## src/rtl/adder_share_arb.sv

```systemverilog
// Two-requester adder sharing one ripple-carry adder; result registered, visible 1 cycle after accept.
// Holds one response; requests stall while it is unconsumed, and consume+accept in one edge gives no bubble.
module adder_share_arb #(
  parameter int N  = 8,
  parameter int CW = 8
) (
  input  logic          clk,
  input  logic          rst_n,
  input  logic          req0_valid,
  output logic          req0_ready,
  input  logic [N-1:0]  req0_a,
  input  logic [N-1:0]  req0_b,
  input  logic          req0_cin,
  input  logic          req1_valid,
  output logic          req1_ready,
  input  logic [N-1:0]  req1_a,
  input  logic [N-1:0]  req1_b,
  input  logic          req1_cin,
  output logic          rsp_valid,
  input  logic          rsp_ready,
  output logic [N-1:0]  rsp_sum,
  output logic          rsp_cout,
  output logic          rsp_id,
  output logic [CW-1:0] cnt0,
  output logic [CW-1:0] cnt1
);

  typedef struct packed {
    logic [N-1:0] a;
    logic [N-1:0] b;
    logic         cin;
  } op_t;

  typedef enum logic {
    EMPTY = 1'b0,
    FULL  = 1'b1
  } state_t;

  state_t        state_q, state_d;
  logic          last_grant_q;
  logic          grant_vld;
  logic          grant_id;
  logic          slot_free;
  logic          accept;
  logic          consume;
  op_t           op0, op1, op_sel;
  logic [N-1:0]  sum_w;
  logic          cout_w;
  logic [N-1:0]  sum_q;
  logic          cout_q;
  logic          id_q;
  logic [CW-1:0] cnt0_q, cnt1_q;

  assign op0 = {req0_a, req0_b, req0_cin};
  assign op1 = {req1_a, req1_b, req1_cin};

  // On contention the requester that did not win last time gets the slot.
  always_comb begin
    grant_vld = req0_valid | req1_valid;
    grant_id  = 1'b0;
    if (req0_valid && req1_valid) begin
      grant_id = ~last_grant_q;
    end else if (req1_valid) begin
      grant_id = 1'b1;
    end
  end

  assign rsp_valid  = (state_q == FULL);
  assign consume    = rsp_valid & rsp_ready;
  assign slot_free  = (state_q == EMPTY) | consume;
  // rst_n gating keeps both readies low for the whole reset pulse.
  assign req0_ready = rst_n & slot_free & grant_vld & ~grant_id;
  assign req1_ready = rst_n & slot_free & grant_vld &  grant_id;
  assign accept     = (req0_valid & req0_ready) | (req1_valid & req1_ready);

  assign op_sel = grant_id ? op1 : op0;

  adder_share_arb_rca #(.N(N)) u_rca (
    .a    (op_sel.a),
    .b    (op_sel.b),
    .cin  (op_sel.cin),
    .sum  (sum_w),
    .cout (cout_w)
  );

  always_comb begin
    state_d = state_q;
    case (state_q)
      EMPTY: begin
        if (accept) state_d = FULL;
      end
      FULL: begin
        if (accept) begin
          state_d = FULL;
        end else if (consume) begin
          state_d = EMPTY;
        end
      end
      default: state_d = EMPTY;
    endcase
  end

  always_ff @(posedge clk or negedge rst_n) begin
    if (!rst_n) begin
      state_q <= EMPTY;
    end else begin
      state_q <= state_d;
    end
  end

  // Result fields only move on accept, so they hold after a plain consume.
  always_ff @(posedge clk or negedge rst_n) begin
    if (!rst_n) begin
      sum_q        <= '0;
      cout_q       <= 1'b0;
      id_q         <= 1'b0;
      last_grant_q <= 1'b1;
    end else if (accept) begin
      sum_q        <= sum_w;
      cout_q       <= cout_w;
      id_q         <= grant_id;
      last_grant_q <= grant_id;
    end
  end

  always_ff @(posedge clk or negedge rst_n) begin
    if (!rst_n) begin
      cnt0_q <= '0;
      cnt1_q <= '0;
    end else if (consume) begin
      if (!id_q && (cnt0_q != {CW{1'b1}})) cnt0_q <= cnt0_q + CW'(1);
      if ( id_q && (cnt1_q != {CW{1'b1}})) cnt1_q <= cnt1_q + CW'(1);
    end
  end

  assign rsp_sum  = sum_q;
  assign rsp_cout = cout_q;
  assign rsp_id   = id_q;
  assign cnt0     = cnt0_q;
  assign cnt1     = cnt1_q;

endmodule

// N-bit ripple-carry adder built from per-bit full-adder equations.
module adder_share_arb_rca #(
  parameter int N = 8
) (
  input  logic [N-1:0] a,
  input  logic [N-1:0] b,
  input  logic         cin,
  output logic [N-1:0] sum,
  output logic         cout
);

  always_comb begin
    logic c;
    sum = '0;
    c   = cin;
    for (int i = 0; i < N; i++) begin
      sum[i] = a[i] ^ b[i] ^ c;
      c      = (a[i] & b[i]) | (c & (a[i] ^ b[i]));
    end
    cout = c;
  end

endmodule
```

## config.mk

```make
export PLATFORM = sky130hd
export DESIGN_NAME = adder_share_arb
export DESIGN_NICKNAME = d
export VERILOG_FILES = /design/src/rtl/adder_share_arb.sv
export SDC_FILE = /design/constraint.sdc
export NUM_CORES = 1
export LEC_CHECK = 0
export BUFFER_PORTS_ARGS = -buffer_cell sky130_fd_sc_hd__buf_2
export CORE_AREA = 2 2 94 60
export DETAILED_ROUTE_END_ITERATION = 6
export DIE_AREA = 0 0 96 62
export HOLD_SLACK_MARGIN = 0.08
export PLACE_DENSITY = 0.65
export SYNTH_ARGS = -nofsm -noshare
export SYNTH_HDL_FRONTEND = slang
export SYNTH_SLANG_ARGS = --single-unit
```

## constraint.sdc

```tcl
create_clock -name clk -period 4 [get_ports clk]
set_clock_uncertainty 0.15 [all_clocks]
set_input_delay 1 -clock clk [delete_from_list [all_inputs] [get_ports clk]]
set_output_delay 1 -clock clk [all_outputs]
set_load 0.005 [all_outputs]
```

==> results of run 1 <==
-- state kept, by name, indices dropped and copies added (netlist names) --
name,count
rsp_valid,1
rsp_cout,1
last_grant_q,1
rsp_id,1
rsp_sum,8
cnt0,8
cnt1,8
-- worst paths after layout --
check | from | to | slack, ps | cells past startpoint
setup / recovery | req1_valid | rsp_sum[7] | -480 | 15
min in group asynchronous | rst_n | rsp_sum[1] | 400 | 1
hold reg to reg | rsp_sum[1] | rsp_sum[1] | 350 | 1
hold / removal | rsp_sum[1] | rsp_sum[1] | 350 | 1
max in group asynchronous | rst_n | rsp_cout | 2750 | 2
setup reg to reg | last_grant_q | rsp_sum[7] | -110 | 14
-- repair_timing --
item	in CTS	in global routing
hold buffers	0	0
gates resized for setup	5	15
endpoints found under the setup margin	3	3
pin swaps	1	0
setup buffers	1	7
-- power by group --
group	internal [mW]	switching, mW
combinational	0.225	0.168
sequential	0.375	0.0931
clock	0.134	0.0883
-- placed cells by master (no fill, tap or decap), types with 3 or more instances in the layout --
master and count:
xnor2_1 4, mux2i_1 15, inv_2 3, buf_4 10, nand2_1 6, clkbuf_8 3, mux2_1 3, mux2_4 6
buf_2 65, nand3_1 3, dfrtp_1 27, buf_6 3, mux2_2 4, fa_2 8, and3_1 4, inv_1 6
xor2_1 5
-- through the flow --
step | hold slack, ps | power, mW
floorplan | 339 | 0.676
detailed placement | 337 | 0.848
global placement | 331 | 0.837
finish | 352 | 1.08
global route | 384 | 1.18
CTS | 361 | 1.08
-- layer usage --
metal	global-route usage, %	wire (um)	share of wire [%]	vias up
met3	4.34	363	9.8	2
met1	16.8	1670	45	660
met2	21.2	1630	44	63
met5	0	0	0	-
met4	2.24	17	0.46	0
li1	-	-	-	649
-- kinds of logic after synthesis --
| kind of cell | synth area share [%] |
|---|---|
| AOI/OAI and AO/OA | 9.72 |
| xor gates and xnor gates | 4.57 |
| adders and majority gates | 10.7 |
| buffers and inverters | 4.14 |
| DFF | 40.7 |
| muxes | 19.2 |
| and+or+nand+nor | 10.9 |
-- cell type report --
cell class / instances / area share (%)
clock buffer: 3 / 1.76
tap: 69 / 3.68
sequential: 28 / 29.9
clock inverter: 1 / 1.28
inverter: 9 / 1.44
multi-input combinational: 94 / 42.5
timing repair buffer: 79 / 19.4
==> flow_metrics.env, run 1 <==
export IMPL_tns_ps=-580
export IMPL_vias=1374
export IMPL_avgSynthCellArea_um2=12.8
export IMPL_fin_cells=283
export IMPL_n_fill_cell=509
export IMPL_fin_util_pct=44.8
export IMPL_status="finished with violations"
export IMPL_yosysUniqueCellTypes=41
export IMPL_synthToLayoutAreaGrowth_pct=36.0
export IMPL_grt_use_total_pct=12.8
export IMPL_cp_max_fo=5
export IMPL_synth_enable_flop_cells=0
export IMPL_cts_tree="built"
export IMPL_ios=68
export IMPL_wl_per_cell_um=13.0
export IMPL_synth_top_cell_area_share_pct=39.2
export IMPL_criticalPathCategory="in2reg"
export IMPL_die_area_mm2=0.00595
export IMPL_pre_cts_ws_ps=-886
export IMPL_dpl_cell_count=272
export IMPL_cap_violations=0
export IMPL_grt_pass1_wl_um=5830
export IMPL_antenna_found_initial=0
export IMPL_cp_slowest_cell="fa_2"
export IMPL_ant_nets=0
export IMPL_core_area_mm2=0.00523
export IMPL_ys_seq_elements=28
export IMPL_routed_via_density=4.86
export IMPL_tightest_slew_ps=514
export IMPL_drive_gt1_share_pct=54.2
export IMPL_ys_top_cells_by_count="dfrtp_1 (27), mux2i_1 (17), inv_1 (9), fa_1 (8)"
export IMPL_diodes=0
export IMPL_yosys_cell_count_top_type="dfrtp_1"
export IMPL_syn_inst=135
export IMPL_fin_ws_ps=-475
export IMPL_syn_cell_area_mm2=0.00172
export IMPL_io_buffers=67
export IMPL_grt_max_degree=27
export IMPL_multi_input_area_um2=997
export IMPL_ys_warn_count=0
export IMPL_cts_buffer_depth=2
export IMPL_start_util_pct=33.0
export IMPL_die_h_um=62
export IMPL_start_kind="input pin"
export IMPL_ir_drop_mv=0.223
export IMPL_synth_top_cell_by_area="dfrtp_1"
export IMPL_clk_pin_slew_ps=100
export IMPL_drc=0
export IMPL_h_tree_depth=1
export IMPL_num_rows=21
export IMPL_dp_hpwl_um=2870
export IMPL_postRouteWirelength_um=3690
export IMPL_synth_area_leaders="dfrtp_1 (39%), mux2i_1 (9.9%), fa_1 (9.3%), mux2_2 (3.9%), mux2_4 (3.5%)"
export IMPL_root_buffer="clkbuf_8"
export IMPL_placed_area_mm2=0.00216
export IMPL_nets=264
export IMPL_setup_viol=2
export IMPL_clock_sinks=28
export IMPL_end_kind="flop"
export IMPL_ff_latch_area_um2=702
export IMPL_crit_buf_inv=4
export IMPL_maxSlewHeadroom_pct=65.6
export IMPL_cts_buffers=3
export IMPL_cp_data_required_time_ps=4020
export IMPL_die_x_um=96
export IMPL_worstPathArrival_ps=4500
export IMPL_slew_violations=0
export IMPL_cp_cell_sequence="buf_6 > a21boi_4 > mux2i_2 > fa_2 > inv_2 > fa_2 > fa_2 > inv_2 > fa_2 > fa_2 > fa_2 > fa_2 > inv_2 > fa_2 > mux2_4"
export IMPL_ys_async_sr_fraction_pct=100
export IMPL_yosysSeqAreaShare_pct=40.7
export IMPL_path_common_cell="fa_2"
export IMPL_fin_crit_ps=4480
export IMPL_hold_class="reg2reg"
export IMPL_synth_ff_type="dfrtp_1"
export IMPL_powerDensity_mw_per_mm2=462
export IMPL_rsz0062_at_grt="true"
export IMPL_fin_crit_sh_pct=112
export IMPL_globalRouteOverflowTotal=0
export IMPL_insertion_delay_ps=280
export IMPL_p_leak_nw=1.17
export IMPL_synth_nets=184
export IMPL_drt_iter0_drc=23
export IMPL_place_gp_congestion=0.772
export IMPL_cp_top_family="adder cells"
export IMPL_first_pass_iters=4
export IMPL_grt_pass1_vias=1284
export IMPL_violations="setup timing"
export IMPL_final_cell_area_mm2=0.00234
export IMPL_fmax_mhz=223
export IMPL_finalHoldViolCount=0
export IMPL_cpPeakStageDelay_ps=410
Note: power is estimated with default switching activity, not from simulation.
==> run 2, diff against run 1 <==
==> config.mk (replaced) <==
export PLATFORM = sky130hd
export DESIGN_NAME = adder_share_arb
export DESIGN_NICKNAME = d
export VERILOG_FILES = /design/src/rtl/adder_share_arb.sv
export SDC_FILE = /design/constraint.sdc
export NUM_CORES = 1
export LEC_CHECK = 0
export ABC_AREA = 1
export BUFFER_PORTS_ARGS = -buffer_cell sky130_fd_sc_hd__buf_2
export CORE_AREA = 2 2 96 61
export DETAILED_ROUTE_END_ITERATION = 6
export DIE_AREA = 0 0 98 63
export HOLD_SLACK_MARGIN = 0.08
export MAX_ROUTING_LAYER = met4
export PLACE_DENSITY = 0.64
export SYNTH_ARGS = -nofsm -noshare
export SYNTH_HDL_FRONTEND = slang
export SYNTH_SLANG_ARGS = --single-unit
==> flow_metrics.env, run 2 <==
export IMPL_status="finished with violations"
export IMPL_violations="setup timing"
export IMPL_fin_crit_sh_pct=105
export IMPL_cts_buffers=3
export IMPL_grt_use_total_pct=13.9
export IMPL_postRouteWirelength_um=4040
export IMPL_syn_inst=222
export IMPL_io_buffers=67
export IMPL_ys_top_cells_by_count="nand2_1 (106), dfrtp_1 (27), inv_1 (16), nor2_1 (12), mux2i_1 (11)"
export IMPL_cp_slowest_cell="fa_2"
export IMPL_setup_viol=1
export IMPL_clk_pin_slew_ps=90
export IMPL_num_rows=21
export IMPL_dp_hpwl_um=3270
export IMPL_start_util_pct=33.3
export IMPL_h_tree_depth=1
export IMPL_cp_cell_sequence="buf_8 > nand2_8 > nand2_8 > mux2i_4 > fa_2 > inv_2 > fa_2 > fa_2 > inv_2 > fa_2 > fa_2 > fa_2 > fa_2 > inv_2 > fa_2 > nand2_2 > nand2_1"
export IMPL_cts_tree="built"
export IMPL_cp_top_family="adder cells"
export IMPL_startpoint="req0_valid"
export IMPL_dpl_cell_count=360
export IMPL_diodes=0
export IMPL_cts_buffer_depth=2
export IMPL_grt_max_degree=29
export IMPL_synth_nets=271
export IMPL_core_area_mm2=0.00533
export IMPL_yosys_cell_count_top_type="nand2_1"
export IMPL_met2_length_um=1700
export IMPL_synth_ff_type="dfrtp_1"
export IMPL_n_fill_cell=564
export IMPL_cap_violations=0
export IMPL_r2r_end="rsp_sum[7]"
export IMPL_powerDensity_mw_per_mm2=405
export IMPL_drive_gt1_share_pct=35.9
export IMPL_yosysSeqAreaShare_pct=39.5
export IMPL_hold_end="rsp_sum[1]"
export IMPL_path_common_cell="fa_2"
export IMPL_hold_buffers=0
export IMPL_drc=0
export IMPL_grt_pass1_wl_um=6770
export IMPL_ant_nets=0
export IMPL_die_x_um=98
export IMPL_root_buffer="clkbuf_8"
export IMPL_drt_iter0_drc=47
export IMPL_r2r_start="last_grant_q"
export IMPL_synthToLayoutAreaGrowth_pct=31.4
export IMPL_grt_pass1_vias=1387
export IMPL_die_area_mm2=0.00617
export IMPL_cp_max_fo=4
export IMPL_nets=345
export IMPL_place_gp_congestion=0.777
export IMPL_maxSlewHeadroom_pct=75.8
export IMPL_wl_per_cell_um=11.1
export IMPL_ir_drop_mv=0.142
export IMPL_multi_input_area_mm2=0.00104
export IMPL_final_common_cell="nand2_1"
export IMPL_wl_met1_um=1990
export IMPL_criticalPathCategory="in2reg"
export IMPL_slew_violations=0
export IMPL_regToRegSetupSlack_ps=100
export IMPL_final_cell_mix="nand2_1 (104), buf_2 (66), dfrtp_1 (27)"
export IMPL_ys_async_sr_fraction_pct=100
export IMPL_die_h_um=63
export IMPL_rsz0062_at_grt="true"
export IMPL_top_layer="met4"
export IMPL_ys_warn_count=0
export IMPL_ff_latch_area_um2=702
export IMPL_finalHoldViolCount=0
export IMPL_hold_class="reg2reg"
export IMPL_fin_cells=364
export IMPL_globalRouteOverflowTotal=0
export IMPL_crit_buf_inv=4
export IMPL_routed_via_density=4.36
export IMPL_vias=1586
export IMPL_pre_cts_ws_ps=-550
export IMPL_worstPathArrival_ps=4230
export IMPL_whs_path_depth=2
export IMPL_fin_crit_ps=4210
export IMPL_avgSynthCellArea_um2=8.01
export IMPL_synth_area_leaders="dfrtp_1 (38%), nand2_1 (22%), fa_1 (9.0%), mux2i_1 (6.2%), inv_1 (3.4%)"
export IMPL_tightest_slew_ps=363
export IMPL_syn_cell_area_mm2=0.00178
export IMPL_start_kind="input pin"
export IMPL_end_kind="flop"
export IMPL_synth_top_cell_area_share_pct=38.0
export IMPL_p_leak_nw=1.27
export IMPL_ios=68
export IMPL_tns_ps=-212
export IMPL_fmax_mhz=237
export IMPL_antenna_found_initial=0
export IMPL_cpPeakStageDelay_ps=430
export IMPL_ys_seq_elements=28
export IMPL_fin_ws_ps=-212
export IMPL_synth_enable_flop_cells=0
export IMPL_min_from="rsp_sum[1]"
export IMPL_r2r_cells=16
export IMPL_met3_length_um=332
export IMPL_cp_data_required_time_ps=4020
export IMPL_total_power_mw=0.947
export IMPL_clock_sinks=28
export IMPL_first_pass_iters=4
export IMPL_insertion_delay_ps=270
export IMPL_yosysUniqueCellTypes=23
export IMPL_synth_top_cell_by_area="dfrtp_1"
run 2: cell count changes after synthesis, sizes merged, moves of 3 or more:
cell | previous run | this run
nand2 | 6 | 112
xor2 | 5 | 2
mux2i | 17 | 11
inv | 9 | 19
nand3 | 4 | 9
nor4 | 3 | 0
a21o | 3 | 0
nor2 | 1 | 15
mux2 | 13 | 0
o21ai | 0 | 8
and3 | 4 | 0
run 2: cell families (layout without fill, tap and decap cells):
logic type | after synthesis | after routing | share of synthesized area [%]
compound gates | 8 | 8 | 2.89
xor+xnor | 6 | 6 | 2.96
fa+ha+maj | 10 | 10 | 10.4
buf+inv | 21 | 94 | 5.35
flops | 28 | 28 | 39.5
mux | 11 | 11 | 6.19
simple gates | 138 | 138 | 32.7
run 2: area by class of cell:
class                      instances  area share (%)
sequential                        28            30.0
clock buffer                       4            2.36
multi-input combinational        173            44.6
tap                               69            3.70
timing repair buffer              71            16.1
inverter                          19            3.27
run 2: worst reg2reg max path: cells and delay by family (launching register included):
kind | cells | cell delay [ps]
multiplexers | 1 | 110
buffers and inverters | 3 | 160
flip-flops | 1 | 600
adder cells (fa/ha/maj) | 8 | 2530
AND/OR/NAND/NOR | 4 | 270
run 2: metal layers:
| layer | vias up | track usage (%) |
|---|---|---|
| met2 | 56 | 19.0 |
| li1 | 831 | - |
| met3 | 2 | 5.26 |
| met4 | 0 | 1.56 |
| met5 | - | - |
| met1 | 697 | 20.1 |
run 2: worst max-delay path by stage:
| stage | end | slack, ps | depth (start not counted) |
|---|---|---|---|
| after global placement | rsp_sum[7] | -520 | 17 |
| final | rsp_sum[7] | -210 | 17 |
| after floorplan | rsp_sum[7] | -460 | 17 |
| after CTS | rsp_sum[7] | -220 | 17 |
| after detailed placement | rsp_sum[7] | -550 | 17 |
| after global routing | rsp_sum[7] | -320 | 17 |
run 2: timing repair:
action	in CTS	in global routing
pin swaps	1	1
gates resized for setup	0	6
endpoints found under the setup margin	1	2
setup buffers	0	0
run 2: metrics by stage:
stage / hold WS (ps) / area [um2] / util [%]
after global routing: 360 / 2340 / 43.8
final: 329 / 2340 / 43.8
after global placement: 311 / 2260 / 42.4
after floorplan: 315 / 1830 / -
after CTS: 336 / 2310 / 43.4
after detailed placement: 312 / 2260 / 42.4
run 2: where the power goes:
part	internal, mW	total (mW)	switching, mW
combinational	0.166	0.341	0.175
clock	0.0881	0.176	0.0876
sequential	0.355	0.430	0.0746
total	0.609	0.947	0.337
==> run 3, diff against run 2 <==
--- a/config.mk
+++ b/config.mk
@@ -11,8 +11,8 @@
 export DETAILED_ROUTE_END_ITERATION = 6
 export DIE_AREA = 0 0 98 63
 export HOLD_SLACK_MARGIN = 0.08
-export MAX_ROUTING_LAYER = met4
 export PLACE_DENSITY = 0.64
+export SLEW_MARGIN = 10
 export SYNTH_ARGS = -nofsm -noshare
 export SYNTH_HDL_FRONTEND = slang
 export SYNTH_SLANG_ARGS = --single-unit
==> flow_metrics.env, run 3 (synthesis results as in run 2) <==
export IMPL_status="finished with violations"
export IMPL_violations="setup timing"
export IMPL_hold_buffers=0
export IMPL_drc=0
export IMPL_finalHoldViolCount=0
export IMPL_tightest_slew_ps=363
export IMPL_fin_ws_ps=-212
export IMPL_nets=345
export IMPL_fin_crit_ps=4210
export IMPL_placed_area_mm2=0.00226
export IMPL_drt_iter0_drc=45
export IMPL_num_rows=21
export IMPL_criticalPathCategory="in2reg"
export IMPL_maxSlewHeadroom_pct=75.8
export IMPL_die_area_mm2=0.00617
export IMPL_crit_buf_inv=4
export IMPL_globalRouteOverflowTotal=0
export IMPL_cp_data_required_time_ps=4020
export IMPL_antenna_found_initial=0
export IMPL_postRouteWirelength_um=4040
export IMPL_drive_gt1_share_pct=35.9
export IMPL_setup_viol=1
export IMPL_dp_hpwl_um=3270
export IMPL_clk_pin_slew_ps=90
export IMPL_grt_pass1_vias=1394
export IMPL_fin_crit_sh_pct=105
export IMPL_whs_path_depth=2
export IMPL_vias=1592
export IMPL_core_area_mm2=0.00533
export IMPL_hold_ws_ps=329
export IMPL_cap_violations=0
export IMPL_post_cts_setup_buffers=0
export IMPL_top_layer="met4"
export IMPL_diodes=0
export IMPL_io_buffers=67
export IMPL_crit_cells=17
export IMPL_wl_met1_um=1970
export IMPL_insertion_delay_ps=270
export IMPL_die_h_um=63
export IMPL_grt_pass1_wl_um=6730
export IMPL_p_leak_nw=1.27
export IMPL_clock_sinks=28
export IMPL_first_pass_iters=6
export IMPL_slew_violations=0
export IMPL_rsz0062_at_grt="true"
export IMPL_grt_use_total_pct=13.4
export IMPL_root_buffer="clkbuf_8"
export IMPL_path_common_cell="fa_2"
export IMPL_ir_drop_mv=0.142
export IMPL_h_tree_depth=1
export IMPL_synthToLayoutAreaGrowth_pct=31.4
export IMPL_cts_tree="built"
export IMPL_final_cell_area_mm2=0.00234
export IMPL_hold_class="reg2reg"
export IMPL_place_gp_congestion=0.767
export IMPL_cp_slowest_cell="fa_2"
export IMPL_cts_buffers=3
export IMPL_cts_buffer_depth=2
export IMPL_die_x_um=98
export IMPL_worstPathArrival_ps=4230
export IMPL_final_common_cell="nand2_1"
export IMPL_routed_via_density=4.37
export IMPL_wl_per_cell_um=11.1
export IMPL_start_util_pct=33.3
export IMPL_grt_max_degree=29
export IMPL_powerDensity_mw_per_mm2=405
export IMPL_final_cell_mix="nand2_1 (104), buf_2 (66), dfrtp_1 (27)"
export IMPL_cp_max_fo=4
export IMPL_pre_cts_ws_ps=-550
export IMPL_ios=68
export IMPL_cp_top_family="adder cells"
export IMPL_ant_nets=0
export IMPL_met2_length_um=1710
export IMPL_cp_cell_sequence="buf_8 > nand2_8 > nand2_8 > mux2i_4 > fa_2 > inv_2 > fa_2 > fa_2 > inv_2 > fa_2 > fa_2 > fa_2 > fa_2 > inv_2 > fa_2 > nand2_2 > nand2_1"
export IMPL_cpPeakStageDelay_ps=430
export IMPL_met3_length_um=355
export IMPL_start_kind="input pin"
export IMPL_end_kind="flop"
export IMPL_r2r_cells=16
export IMPL_fmax_mhz=237
## run 3: cell counts in the layout (fill, tap and decap cells not counted)
Identical to the previous run, type by type.
## run 3: worst min-delay path, stage by stage (launching register included)
cell	delay, ps
dfrtp_1	360
nand2_1	50
nand2_1	40
## run 3: worst paths after layout
kind                              start      endpoint  slack, ps
min in group asynchronous         rst_n       cnt0[5]        600
setup / recovery             req0_valid    rsp_sum[7]       -210
setup reg to reg           last_grant_q    rsp_sum[7]        100
max in group asynchronous         rst_n  last_grant_q       2780
hold / removal               rsp_sum[1]    rsp_sum[1]        330
hold reg to reg              rsp_sum[1]    rsp_sum[1]        330
## run 3: stage by stage
stage | util [%] | power [mW] | cells | setup TNS, ps
finish | 43.8 | 0.946 | 364 | -212
global route | 43.8 | 1.04 | 364 | -339
CTS | 43.4 | 0.964 | 364 | -220
detailed placement | 42.4 | 0.780 | 360 | -1030
global placement | 42.4 | 0.775 | 360 | -949
floorplan | - | 0.632 | 222 | -739
## run 3: final cells by class
| cell class | instances | area (um2) |
|---|---|---|
| clock buffers | 4 | 55.1 |
| fillers | 564 | 3000 |
| inverters | 19 | 76.3 |
| multi-input cells | 173 | 1040 |
| flip-flops and latches | 28 | 702 |
| well taps | 69 | 86.3 |
| repair buffers | 71 | 375 |
## run 3: where the power goes
part,switching (mW),internal [mW],leakage (nW)
clock,0.0875,0.0881,0.0288
combinational,0.175,0.166,0.877
sequential,0.0748,0.355,0.361
## run 3: timing repair
item	in CTS	in global routing
endpoints found under the setup margin	1	2
resized for setup	0	6
hold endpoints to repair	0	0
pin swaps	1	1
## run 3: metal layers
layer | GRT usage [%] | vias up
met3 | 5.48 | 2
li1 | - | 831
met5 | 0 | -
met1 | 19.6 | 705
met2 | 19.2 | 54
met4 | 1.56 | 0
